[src/rtl/decode_stage.sv]
// Single-entry decode stage: turns a 32-bit instruction into register addresses,
// an immediate and control strobes behind a valid/ready output register.
module decode_stage #(
    parameter int DATA_W      = 32,
    parameter int RA_W        = 3,
    parameter int HALT_STICKY = 1
) (
    input  logic              clk,
    input  logic              rst_n,
    input  logic              in_valid,
    input  logic [31:0]       instr,
    input  logic              out_ready,
    input  logic              resume,
    output logic              in_ready,
    output logic              out_valid,
    output logic [RA_W-1:0]   rd_addr1,
    output logic [RA_W-1:0]   rd_addr2,
    output logic [RA_W-1:0]   wr_addr,
    output logic [2:0]        alu_op,
    output logic [DATA_W-1:0] imm,
    output logic [11:0]       ctl,
    output logic [3:0]        cond,
    output logic              is_bcond,
    output logic              illegal,
    output logic              halted
);

    localparam logic [0:0] ST_RUN    = 1'b0;
    localparam logic [0:0] ST_HALTED = 1'b1;

    localparam int C_WR = 11;
    localparam int C_FL = 10;
    localparam int C_AL = 9;
    localparam int C_IS = 8;
    localparam int C_MR = 7;
    localparam int C_MW = 6;
    localparam int C_ML = 5;
    localparam int C_MH = 4;
    localparam int C_CL = 3;
    localparam int C_ST = 2;
    localparam int C_SL = 1;
    localparam int C_SR = 0;

    localparam logic [6:0] OP_HALT = 7'b1101000;

    logic [6:0]        op;
    logic [2:0]        fld_a;
    logic [2:0]        fld_b;
    logic [2:0]        fld_c;

    logic [RA_W-1:0]   rd1_d, rd2_d, wr_d;
    logic [2:0]        alu_d;
    logic [DATA_W-1:0] imm_d;
    logic [11:0]       ctl_d;
    logic [3:0]        cond_d;
    logic              bcond_d;
    logic              illegal_d;

    logic [RA_W-1:0]   rd1_q, rd2_q, wr_q;
    logic [2:0]        alu_q;
    logic [DATA_W-1:0] imm_q;
    logic [11:0]       ctl_q;
    logic [3:0]        cond_q;
    logic              bcond_q;
    logic              illegal_q;

    logic [0:0]        state_q, state_d;
    logic              out_valid_q, out_valid_d;
    logic              accept;

    assign op    = instr[31:25];
    assign fld_a = instr[24:22];
    assign fld_b = instr[21:19];
    assign fld_c = instr[18:16];

    always_comb begin
        rd1_d       = '0;
        rd2_d       = '0;
        wr_d        = '0;
        alu_d       = '0;
        ctl_d       = '0;
        bcond_d     = 1'b0;
        illegal_d   = 1'b0;
        imm_d       = '0;
        imm_d[15:0] = instr[15:0];
        cond_d      = instr[24:21];
        casez (op)
            7'b1000000: begin
                rd1_d[2:0]  = fld_b;
                wr_d[2:0]   = fld_a;
                ctl_d[C_WR] = 1'b1;
                ctl_d[C_IS] = 1'b1;
                ctl_d[C_MR] = 1'b1;
            end
            7'b1000001: begin
                rd1_d[2:0]  = fld_b;
                rd2_d[2:0]  = fld_a;
                ctl_d[C_IS] = 1'b1;
                ctl_d[C_MW] = 1'b1;
            end
            7'b0000000, 7'b0000001: begin
                rd1_d[2:0]  = fld_a;
                wr_d[2:0]   = fld_a;
                ctl_d[C_WR] = 1'b1;
                ctl_d[C_IS] = 1'b1;
                ctl_d[C_ML] = ~op[0];
                ctl_d[C_MH] = op[0];
            end
            7'b0000010, 7'b0000011: begin
                wr_d[2:0]   = fld_a;
                ctl_d[C_WR] = 1'b1;
                ctl_d[C_CL] = ~op[0];
                ctl_d[C_ST] = op[0];
            end
            7'b0000100, 7'b0000101: begin
                rd1_d[2:0]  = fld_b;
                wr_d[2:0]   = fld_a;
                ctl_d[C_WR] = 1'b1;
                ctl_d[C_IS] = 1'b1;
                ctl_d[C_SL] = ~op[0];
                ctl_d[C_SR] = op[0];
            end
            // 001S ooo is the immediate form, 011S ooo the register form
            7'b0?1????: begin
                if (op[2:0] >= 3'd1 && op[2:0] <= 3'd5) begin
                    alu_d       = op[2:0];
                    rd1_d[2:0]  = fld_b;
                    wr_d[2:0]   = fld_a;
                    ctl_d[C_WR] = 1'b1;
                    ctl_d[C_AL] = 1'b1;
                    ctl_d[C_FL] = op[3];
                    ctl_d[C_IS] = ~op[5];
                    if (op[5]) begin
                        rd2_d[2:0] = fld_c;
                    end
                end else if (op == 7'b0110110) begin
                    alu_d       = 3'b110;
                    rd1_d[2:0]  = fld_b;
                    rd2_d[2:0]  = fld_c;
                    wr_d[2:0]   = fld_a;
                    ctl_d[C_WR] = 1'b1;
                    ctl_d[C_AL] = 1'b1;
                    ctl_d[C_FL] = 1'b1;
                end else begin
                    illegal_d = 1'b1;
                end
            end
            7'b1100001: bcond_d = 1'b1;
            7'b1100100, OP_HALT: begin
            end
            default: illegal_d = 1'b1;
        endcase
    end

    assign in_ready = (state_q == ST_RUN) && (!out_valid_q || out_ready);
    assign accept   = in_valid && in_ready;

    always_comb begin
        state_d = state_q;
        if (state_q == ST_RUN && accept && op == OP_HALT) begin
            state_d = ST_HALTED;
        end else if (state_q == ST_HALTED && HALT_STICKY == 0 && resume) begin
            state_d = ST_RUN;
        end
    end

    // A new word may load in the same cycle the old one leaves
    always_comb begin
        out_valid_d = out_valid_q;
        if (accept) begin
            out_valid_d = 1'b1;
        end else if (out_ready) begin
            out_valid_d = 1'b0;
        end
    end

    always_ff @(posedge clk or negedge rst_n) begin
        if (!rst_n) begin
            state_q     <= ST_RUN;
            out_valid_q <= 1'b0;
            rd1_q       <= '0;
            rd2_q       <= '0;
            wr_q        <= '0;
            alu_q       <= '0;
            imm_q       <= '0;
            ctl_q       <= '0;
            cond_q      <= '0;
            bcond_q     <= 1'b0;
            illegal_q   <= 1'b0;
        end else begin
            state_q     <= state_d;
            out_valid_q <= out_valid_d;
            if (accept) begin
                rd1_q     <= rd1_d;
                rd2_q     <= rd2_d;
                wr_q      <= wr_d;
                alu_q     <= alu_d;
                imm_q     <= imm_d;
                ctl_q     <= ctl_d;
                cond_q    <= cond_d;
                bcond_q   <= bcond_d;
                illegal_q <= illegal_d;
            end
        end
    end

    assign out_valid = out_valid_q;
    assign rd_addr1  = rd1_q;
    assign rd_addr2  = rd2_q;
    assign wr_addr   = wr_q;
    assign alu_op    = alu_q;
    assign imm       = imm_q;
    assign ctl       = ctl_q;
    assign cond      = cond_q;
    assign is_bcond  = bcond_q;
    assign illegal   = illegal_q;
    assign halted    = (state_q == ST_HALTED);

endmodule
[config.mk]
export PLATFORM = sky130hd
export DESIGN_NAME = decode_stage
export DESIGN_NICKNAME = d
export VERILOG_FILES = /design/src/rtl/decode_stage.sv
export SDC_FILE = /design/constraint.sdc
export NUM_CORES = 1
export LEC_CHECK = 0
export CORE_MARGIN = 3
export CORE_UTILIZATION = 30
export DETAILED_ROUTE_END_ITERATION = 6
export PLACE_DENSITY = 0.63
export RECOVER_POWER = 25
export SLEW_MARGIN = 20
export SYNTH_ARGS = -nofsm -noshare
export SYNTH_HDL_FRONTEND = slang
export SYNTH_SLANG_ARGS = --single-unit
export TNS_END_PERCENT = 50
[constraint.sdc]
create_clock -name clk -period 2.12 [get_ports clk]
set_clock_uncertainty 0.2 [all_clocks]
set_input_delay 0.424 -clock clk [delete_from_list [all_inputs] [get_ports clk]]
set_output_delay 0.424 -clock clk [all_outputs]
set_load 0.1 [all_outputs]
==> results.cfg, run 1 <==
[floorplan]
start_util_pct = 31.48
dieArea_mm2 = 0.008868
dieWidth_um = 94.17
core_mm2 = 0.007408
rows = 31
io_pins = 102
die_y_um = 94.17

[worst_setup_path]
rr_worst_depth = 5
reg2reg_to = rd_addr1[1]$_DFFE_PN0P_
critPathLaunchType = primary input
worstPathRequired_ns = 1.50
reg2reg_from = halted$_DFFE_PN0P_
arrival_ns = 1.40
cp_max_fo = 4
critPathKind = in2out
end_kind = primary output
ff2ff_setup_slack_ns = 0.42

[sta]
setup_tns_ns = 0
layout_setup_ws_ns = 0.09878
slew_viol_final = 0
setup_violations = 0
period_minus_slack_ns = 2.021
hold_ws_ns = 0.2910
hold_viol = 0
clock.fmax_mhz = 494.8
rsz0062_at_grt = false
tightestPinTransition_ns = 0.6048
timing.final.crit_share_pct = 95.34
max_slew_margin_pct = 59.68

[synthesis]
avgSynthCellArea_um2 = 9.366
yosys_warnings = 0
synth_top_area_share_pct = 51.50
yosysTopAreaCell = dfrtp_1
synth.distinct_cells = 46
postSynthCellCount = 249
synth_edf_count = 0
synth-main-ff-cell = dfrtp_1
synth_async_sr_flop_share_pct = 100.0
synth_area_mm2 = 0.002332
ys_seq_elements = 48
yosysSeqAreaShare_pct = 51.50
synthTopCellsByArea = dfrtp_1, nand2_1, buf_4

[placement]
preCtsSetupSlack_ns = -0.4104
hpwl_mm = 5.027
port_buffers = 84
gp_congestion = 0.8320
placed_area_mm2 = 0.003859

[cells_and_area]
layout-drive-gt1-share_pct = 28.61
area_delta_synth_final_pct = 71.03
nNetsFinal = 396
n_antenna_cell = 0
stdcell_area_mm2 = 0.003989
post-route-util_pct = 53.84
fillers = 683

[cts]
cts_tree = done
clkLatencyLatePin_ns = 0.29
ctsLongestPathBuffers = 2
cts_made_buffers = 5
cts-htree-levels = 2
clkSinkCount = 48
clk_pin_slew_ns = 0.09
cts-root-buf = clkbuf_8

[outcome]
status = finished, final reports clean

[detailed_routing]
ant_nets = 0
first_pass_iters = 4
wirelength_mm = 6.254
drc = 0
routedWlPerCell_um = 13.63
drt_iter0_markers = 78
vias = 2048
viasPerCell = 4.462

[global_route]
grt_max_degree = 25
met2_usage_pct = 22.99
grt_pass1_wl_mm = 10.09
grt_antenna_before_repair = 0
met3_usage_pct = 4.647
grt_busiest_layer = met2
grt.overflow.total = 0
use_met1_pct = 19.31
grt_pass1_vias = 2050
track_usage_pct = 14.61

[min_path]
min_from = imm[7]$_DFFE_PN0P_
min_to = imm[7]$_DFFE_PN0P_
holdPathStages = 2
hold_path.class = reg2reg

[power]
ir_worst_vdd_v = 0.0005086
power_leakage_nw = 1.883
p_per_area_mw_per_mm2 = 870.8

[flow_run]
drv.max_cap_violation_count = 0
[area by class of cell]
class                           count  area, um^2  share of cell area, %
Sequential cell                    48        1204                  30.18
Tap cell                           99       123.9                  3.105
Multi-Input combinational cell    181       984.7                  24.69
Timing Repair Buffer              120        1544                  38.71
Clock inverter                      2       38.79                 0.9724
Inverter                            3       11.26                 0.2823
Clock buffer                        6       82.58                  2.070
[metal layers]
layer,routed length (um),vias up
met1,2695,953
li1,-,1028
met5,0,-
met4,56,0
met3,456,4
met2,3045,63
[kinds of logic after synthesis]
group,after synthesis,share of synthesized area (%)
AO/OA/AOI/OAI,36,12.93
XOR/XNOR,1,0.3756
adder cells (fa/ha/maj),1,0.4292
buffers and inverters,35,9.281
flip-flops,48,51.50
other,1,0.1608
AND/OR/NAND/NOR,127,25.32
[stage by stage]
step / cells / power, mW
after floorplan: 264 / 2.176
after global placement: 450 / 2.794
after detailed placement: 450 / 2.809
after CTS: 459 / 3.519
after global routing: 459 / 3.624
final: 459 / 3.474
[worst max path at each step]
| stage | start | endpoint | slack [ns] | cells past startpoint |
|---|---|---|---|---|
| 2_1_floorplan | out_valid$_DFFE_PN0P_ | wr_addr[1]$_DFFE_PN0P_ | 0.07 | 6 |
| 5_1_grt | instr[29] | rd_addr1[1]$_DFFE_PN0P_ | 0.02 | 6 |
| 4_1_cts | instr[27] | rd_addr2[0]$_DFFE_PN0P_ | 0.02 | 5 |
| 3_5_place_dp | instr[28] | rd_addr1[1]$_DFFE_PN0P_ | -0.41 | 5 |
| 3_3_place_gp | instr[28] | rd_addr1[1]$_DFFE_PN0P_ | -0.35 | 5 |
| 6_report | out_ready | in_ready | 0.1 | 4 |
[cells in the final DEF, fill, tap and decap left out, types with 3 or more instances in the layout]
cell,n
dfrtp_1,46
clkdlybuf4s50_1,29
conb_1,16
a221o_1,3
clkbuf_8,6
and2_1,4
a21oi_1,4
o21ai_0,4
nor2_1,13
buf_4,36
nand2_1,83
dlygate4sd2_1,4
nor2b_1,3
nand4_1,4
nor3_1,3
inv_1,3
or3_1,3
o31ai_1,5
buf_12,45
a221oi_1,3
[where the power goes]
group	internal (mW)	switching, mW	total (mW)
logic	0.532	1.12	1.66
registers	1.02	0.106	1.12
clock network	0.386	0.311	0.697
total	1.93	1.54	3.47
[synthesized netlist by cell type (2+ instances only)]
library cell,n
buf_4,16
a22o_1,2
a211oi_1,2
clkbuf_1,11
nor2_1,13
and2_1,4
nor2b_1,4
buf_6,3
nor3_1,3
o31ai_1,5
inv_1,3
nand2b_1,2
o21ai_0,4
nand2_1,84
nand4_1,4
a221o_1,3
a21oi_1,4
dfrtp_1,48
buf_2,2
a221oi_1,3
o21ai_1,2
or3_1,3
[worst max-delay path, cell delays in order]
cell and delay, ns:
clkdlybuf4s50_1 0.44, nand2b_1 0.16, nor2b_4 0.19, buf_12 0.18
[state kept, by name, summed over array words and instances (netlist names)]
register	flops
out_valid	1
rd_addr1	3
cond	4
imm	16
halted	1
illegal	1
wr_addr	3
is_bcond	1
alu_op	3
ctl	12
rd_addr2	3
[timing repair]
action	4_1_cts	5_1_grt
hold endpoints to repair	7	0
endpoints found under the setup margin	6	7
pin swaps	3	2
hold buffers	1	0
resized for setup	6	2
setup buffers	0	0
(Power assumes the default switching activity.)
==> inputs of run 2 (changes only) <==
- CELL_PAD_IN_SITES_DETAIL_PLACEMENT: not set -> 0
- CELL_PAD_IN_SITES_GLOBAL_PLACEMENT: not set -> 1
- PLACE_DENSITY: 0.63 -> 0.82
==> results.cfg, run 2 (synthesis results as in run 1) <==
[worst_setup_path]
arrival_ns = 2.00
critPathLaunchType = primary input
reg2reg_to = ctl[2]$_DFFE_PN0P_
rr_worst_depth = 5
cp_max_fo = 5
ff2ff_setup_slack_ns = 0.42
critPathKind = in2reg
reg2reg_from = halted$_DFFE_PN0P_
worstPathRequired_ns = 2.11
end_kind = register

[cts]
clk_pin_slew_ns = 0.09
ctsLongestPathBuffers = 2
cts_tree = done
clkSinkCount = 48
clkLatencyLatePin_ns = 0.30
cts-root-buf = clkbuf_8
cts-htree-levels = 2
cts_made_buffers = 5

[cells_and_area]
final_cell_mix = nand2_1, buf_12, dfrtp_1, buf_4, clkdlybuf4s50_1
largest_register_ffs = 16
layout-drive-gt1-share_pct = 30.43
fillers = 676
n_antenna_cell = 0
nNetsFinal = 404
final_common_cell = nand2_1
stdcell_area_mm2 = 0.004063
area_delta_synth_final_pct = 74.20
post-route-util_pct = 54.84

[placement]
gp_congestion = 0.9006
hpwl_mm = 5.173
placed_area_mm2 = 0.003936
preCtsSetupSlack_ns = -0.4092
port_buffers = 84

[global_route]
grt_max_degree = 27
grt_pass1_wl_mm = 10.59
grt_pass1_vias = 2119
track_usage_pct = 15.21
grt.overflow.total = 0
grt_antenna_before_repair = 0

[floorplan]
rows = 31
dieArea_mm2 = 0.008868
core_mm2 = 0.007408
die_y_um = 94.17
start_util_pct = 31.48
io_pins = 102
dieWidth_um = 94.17

[sta]
setup_violations = 0
slew_viol_final = 0
clock.fmax_mhz = 497.6
max_slew_margin_pct = 58.17
rsz0062_at_grt = false
hold_viol = 0
period_minus_slack_ns = 2.010
setup_tns_ns = 0
tightestPinTransition_ns = 0.6275
timing.final.crit_share_pct = 94.79
layout_setup_ws_ns = 0.1104

[min_path]
min_from = imm[10]$_DFFE_PN0P_
min_to = imm[10]$_DFFE_PN0P_
holdPathStages = 2
hold_path.class = reg2reg

[power]
totalPowerFinal_mw = 3.388
power_leakage_nw = 1.936
p_per_area_mw_per_mm2 = 834.1
ir_worst_vdd_v = 0.0003889

[detailed_routing]
vias = 2109
viasPerCell = 4.516
first_pass_iters = 4
routedWlPerCell_um = 13.93
drc = 0
wirelength_mm = 6.504
ant_nets = 0
drt_iter0_markers = 65

[outcome]
status = finished, final reports clean

[flow_run]
drv.max_cap_violation_count = 0
[run 2: worst max-delay path, cell delays in order]
cell and delay [ns]:
clkdlybuf4s50_1 0.45, buf_4 0.17, or3_1 0.36, or3_1 0.36, o41ai_1 0.24
[run 2: metrics by stage]
step           hold slack, ns  instances
6_report               0.2885        467
5_1_grt                0.3134        467
4_1_cts                0.2928        466
3_5_place_dp           0.2529        457
3_3_place_gp           0.2510        457
2_1_floorplan        -0.07159        264
[run 2: final cells by class]
cell class | instances | area, um^2 | share of cell area [%]
timing repair buffer | 128 | 1635 | 40.25
sequential | 48 | 1204 | 29.63
multi-input combinational | 181 | 992.2 | 24.42
tap | 99 | 123.9 | 3.049
clock buffer | 6 | 82.58 | 2.033
clock inverter | 2 | 13.76 | 0.3388
inverter | 3 | 11.26 | 0.2772
[run 2: per-layer routing]
layer	GRT usage (%)	part of all wire [%]	vias up
li1	-	-	1038
met1	19.05	43	992
met2	25.30	49	73
met3	4.327	6.8	6
met4	4.693	0.94	0
met5	0	0	-
[run 2: worst max-delay path by stage]
| stage | from | endpoint | slack (ns) | cells past startpoint |
|---|---|---|---|---|
| 2_1_floorplan | out_valid$_DFFE_PN0P_ | wr_addr[1]$_DFFE_PN0P_ | 0.07 | 6 |
| 3_3_place_gp | instr[28] | rd_addr1[0]$_DFFE_PN0P_ | -0.37 | 5 |
| 3_5_place_dp | instr[30] | rd_addr1[0]$_DFFE_PN0P_ | -0.41 | 5 |
| 4_1_cts | instr[26] | rd_addr2[0]$_DFFE_PN0P_ | 0.04 | 5 |
| 5_1_grt | instr[29] | rd_addr1[2]$_DFFE_PN0P_ | 0.03 | 6 |
| 6_report | instr[29] | ctl[0]$_DFFE_PN0P_ | 0.11 | 5 |
[run 2: timing repair]
action / 4_1_cts / 5_1_grt
hold buffers: 1 / 0
hold endpoints to repair: 22 / 0
endpoints found under the setup margin: 9 / 3
buffers inserted: 0 / 1
pin swaps: 3 / 1
resized for setup: 5 / 3
[run 2: where the power goes]
part,total (mW),internal [mW],switching [mW]
registers,1.12,1.02,0.102
logic,1.68,0.549,1.13
clock network,0.591,0.267,0.323
==> inputs of run 3 (changes only) <==
- CTS_BUF_LIST: not set -> sky130_fd_sc_hd__clkbuf_8
- CTS_CLUSTER_DIAMETER: not set -> 40
==> results of run 3 <==
Same layout as run 2: the final DEF is identical, and so are final timing and power.
==> edit, RTL diff (flow settings as in run 1) <==
The parameter `DATA_W` goes from 32 to 64.
--- a/src/rtl/decode_stage.sv
+++ b/src/rtl/decode_stage.sv
@@ -1,7 +1,7 @@
 // Single-entry decode stage: turns a 32-bit instruction into register addresses,
 // an immediate and control strobes behind a valid/ready output register.
 module decode_stage #(
-    parameter int DATA_W      = 32,
+    parameter int DATA_W      = 64,
     parameter int RA_W        = 3,
     parameter int HALT_STICKY = 1
 ) (
Interface: changed (resized imm); port bits go from 102 to 134. No check against the original RTL was run, so the function may have changed too.
==> edit against run 1 <==
  * Register-to-register slack got worse by 0.04 ns
  * Sequential share of layout area shrank 0.81 points
  * Maximum frequency shrank 0.49%
  * Cell area increased by 2.8%
  * Via count up 7.6%
  * Synthesized cell count increased by 13%
  * Power increased by 3.3%
  * Sequential power barely moved
  * Sequential cell count stayed put
  * Setup slack worse by 0.010 ns
  * Area after synthesis is 10% higher
  * Routed wire length up 8.0%
  * Clock power is 20% lower
  * Critical path type unchanged
  * Largest cell class unchanged
  * First-iteration DRC count increased by 18%
==> edit: results (changes against run 1) <==
[global_route]
grt_pass1_vias=2218  ; +8.2%
grt_antenna_before_repair=0  ; unchanged
grt_max_degree=49  ; +96%
grt_pass1_wl_um=11000  ; +9.2%
grt_usage=0.140  ; -0.00604

[layout]
fill_cells=768  ; +12%
final_layout_size_suffix_gt1_frac=0.265  ; -0.0215
largest_register_ffs=16  ; unchanged
final_nets=429  ; +8.3%
n_antenna_cell=0  ; unchanged

[setup_path]
cp_slowest_stage_delay_ns=0.44  ; about the same
path_max_fanout=4  ; unchanged
cp.arrival_ns=1.41
cpMaxStageDelayCell=clkdlybuf4s50_1
cp_top_family=buffers and inverters

[yosys]
ys_async_sr_fraction=1.00  ; unchanged
ys_warn_count=0  ; unchanged
yosysUniqueCellTypes=46  ; unchanged
synth_area_leaders=dfrtp_1 (47%), buf_4 (14%), nand2_1 (12%)
synth_common_cells=nand2_1 (84), buf_4 (48), dfrtp_1 (48)
ys_seq_area_frac=0.467  ; -0.0481

[detailed_routing]
wl_um=6750  ; +8.0%
drtPass1Iterations=4  ; unchanged
drt-initial-drc-count=92  ; +18%
vias_per_cell=4.42  ; -0.86%

[cts]
numCtsBuffers=5  ; unchanged
clk_pin_slew_ns=0.10
root_buffer=clkbuf_8
cts_buffer_depth=2  ; unchanged
clk_latency_ns=0.30
htreeDepth=2  ; unchanged

[placement]
pre_cts_ws_ns=-0.384  ; +0.0266 ns
globalplace.congestion=0.867  ; +4.3%
portBuffers=84  ; unchanged
dp_hpwl_um=5320  ; +5.8%
dpl_cell_area_sq_mm=0.00401  ; +3.8%

[pwr]
peakVddDrop_mv=0.463  ; -8.9%
leakagePower_nw=1.99  ; +5.6%

[outcome]
status=completed

[die]
die_x_um=98.6  ; +4.7%
core_sq_mm=0.00826  ; +11%

[timing]
worstMarginPinSlew_ns=1.09  ; +0.481 ns
hold_viol=0  ; unchanged

[min_path]
hold_path.class=flop to flop

edit: per-stage QoR:
| stage | power, mW | instances |
|---|---|---|
| after detailed placement | 3.06 | 489 |
| after CTS | 3.63 | 498 |
| final | 3.59 | 498 |
| after floorplan | 2.47 | 328 |
| after global placement | 3.04 | 489 |
| after global routing | 3.73 | 498 |
edit: worst paths after layout:
kind	from	end	slack, ns	depth (start not counted)
worst max-delay path	out_ready	in_ready	0.09	4
min in group asynchronous	rst_n	wr_addr[2]$_DFFE_PN0P_	0.74	3
worst max register to register	halted$_DFFE_PN0P_	alu_op[2]$_DFFE_PN0P_	0.38	5
max in group asynchronous	rst_n	out_valid$_DFFE_PN0P_	0.26	3
worst min-delay path	imm[12]$_DFFE_PN0P_	imm[12]$_DFFE_PN0P_	0.29	2
worst min register to register	imm[12]$_DFFE_PN0P_	imm[12]$_DFFE_PN0P_	0.29	2
edit: cells by family (layout without fill, tap and decap cells):
kind of cell,count (synthesis),count (layout),synth area share
other cells,1,48,0.00146
buf+inv,67,132,0.178
simple gates,127,127,0.230
compound gates,36,36,0.117
fa+ha+maj,1,1,0.00389
flops,48,48,0.467
xor+xnor,1,1,0.00341
edit: report_power, final:
| group | leakage, nW | total [mW] | internal, mW | switching [mW] |
|---|---|---|---|---|
| combinational | 1.33 | 1.91 | 0.534 | 1.37 |
| clock | 0.0479 | 0.557 | 0.231 | 0.326 |
| sequential | 0.613 | 1.12 | 1.01 | 0.106 |
edit: what timing repair did:
action                                  4_1_cts  5_1_grt
pin swaps                                     3        0
hold endpoints to repair                     48        0
gates cloned                                  0        0
hold buffers                                  1        0
buffers inserted                              0        0
gates resized for setup                       5        3
endpoints found under the setup margin        6        1
edit: area by class of cell:
| type | count | area [sq um] | area share |
|---|---|---|---|
| clock buffer | 5 | 68.8 | 0.0168 |
| clock inverter | 3 | 18.8 | 0.00458 |
| inverter | 3 | 11.3 | 0.00275 |
| multi-input combinational | 213 | 1100 | 0.269 |
| sequential | 48 | 1200 | 0.294 |
| tap | 105 | 131 | 0.0321 |
| timing repair buffer | 121 | 1560 | 0.381 |
edit: metal layers:
| layer | global-route usage | share of wire | wire length, um | vias to the layer above |
|---|---|---|---|---|
| met5 | 0 | 0 | 0 | - |
| met3 | 0.0439 | 0.074 | 502 | 7 |
| met2 | 0.240 | 0.50 | 3390 | 78 |
| li1 | - | - | - | 1061 |
| met4 | 0.0357 | 0.011 | 76 | 0 |
| met1 | 0.171 | 0.41 | 2780 | 1057 |
edit: tightest hold or removal path, delay by kind of cell, from the launching register on:
kind,cells,cell delay (ns)
simple gates,2,0.11
flops,1,0.35
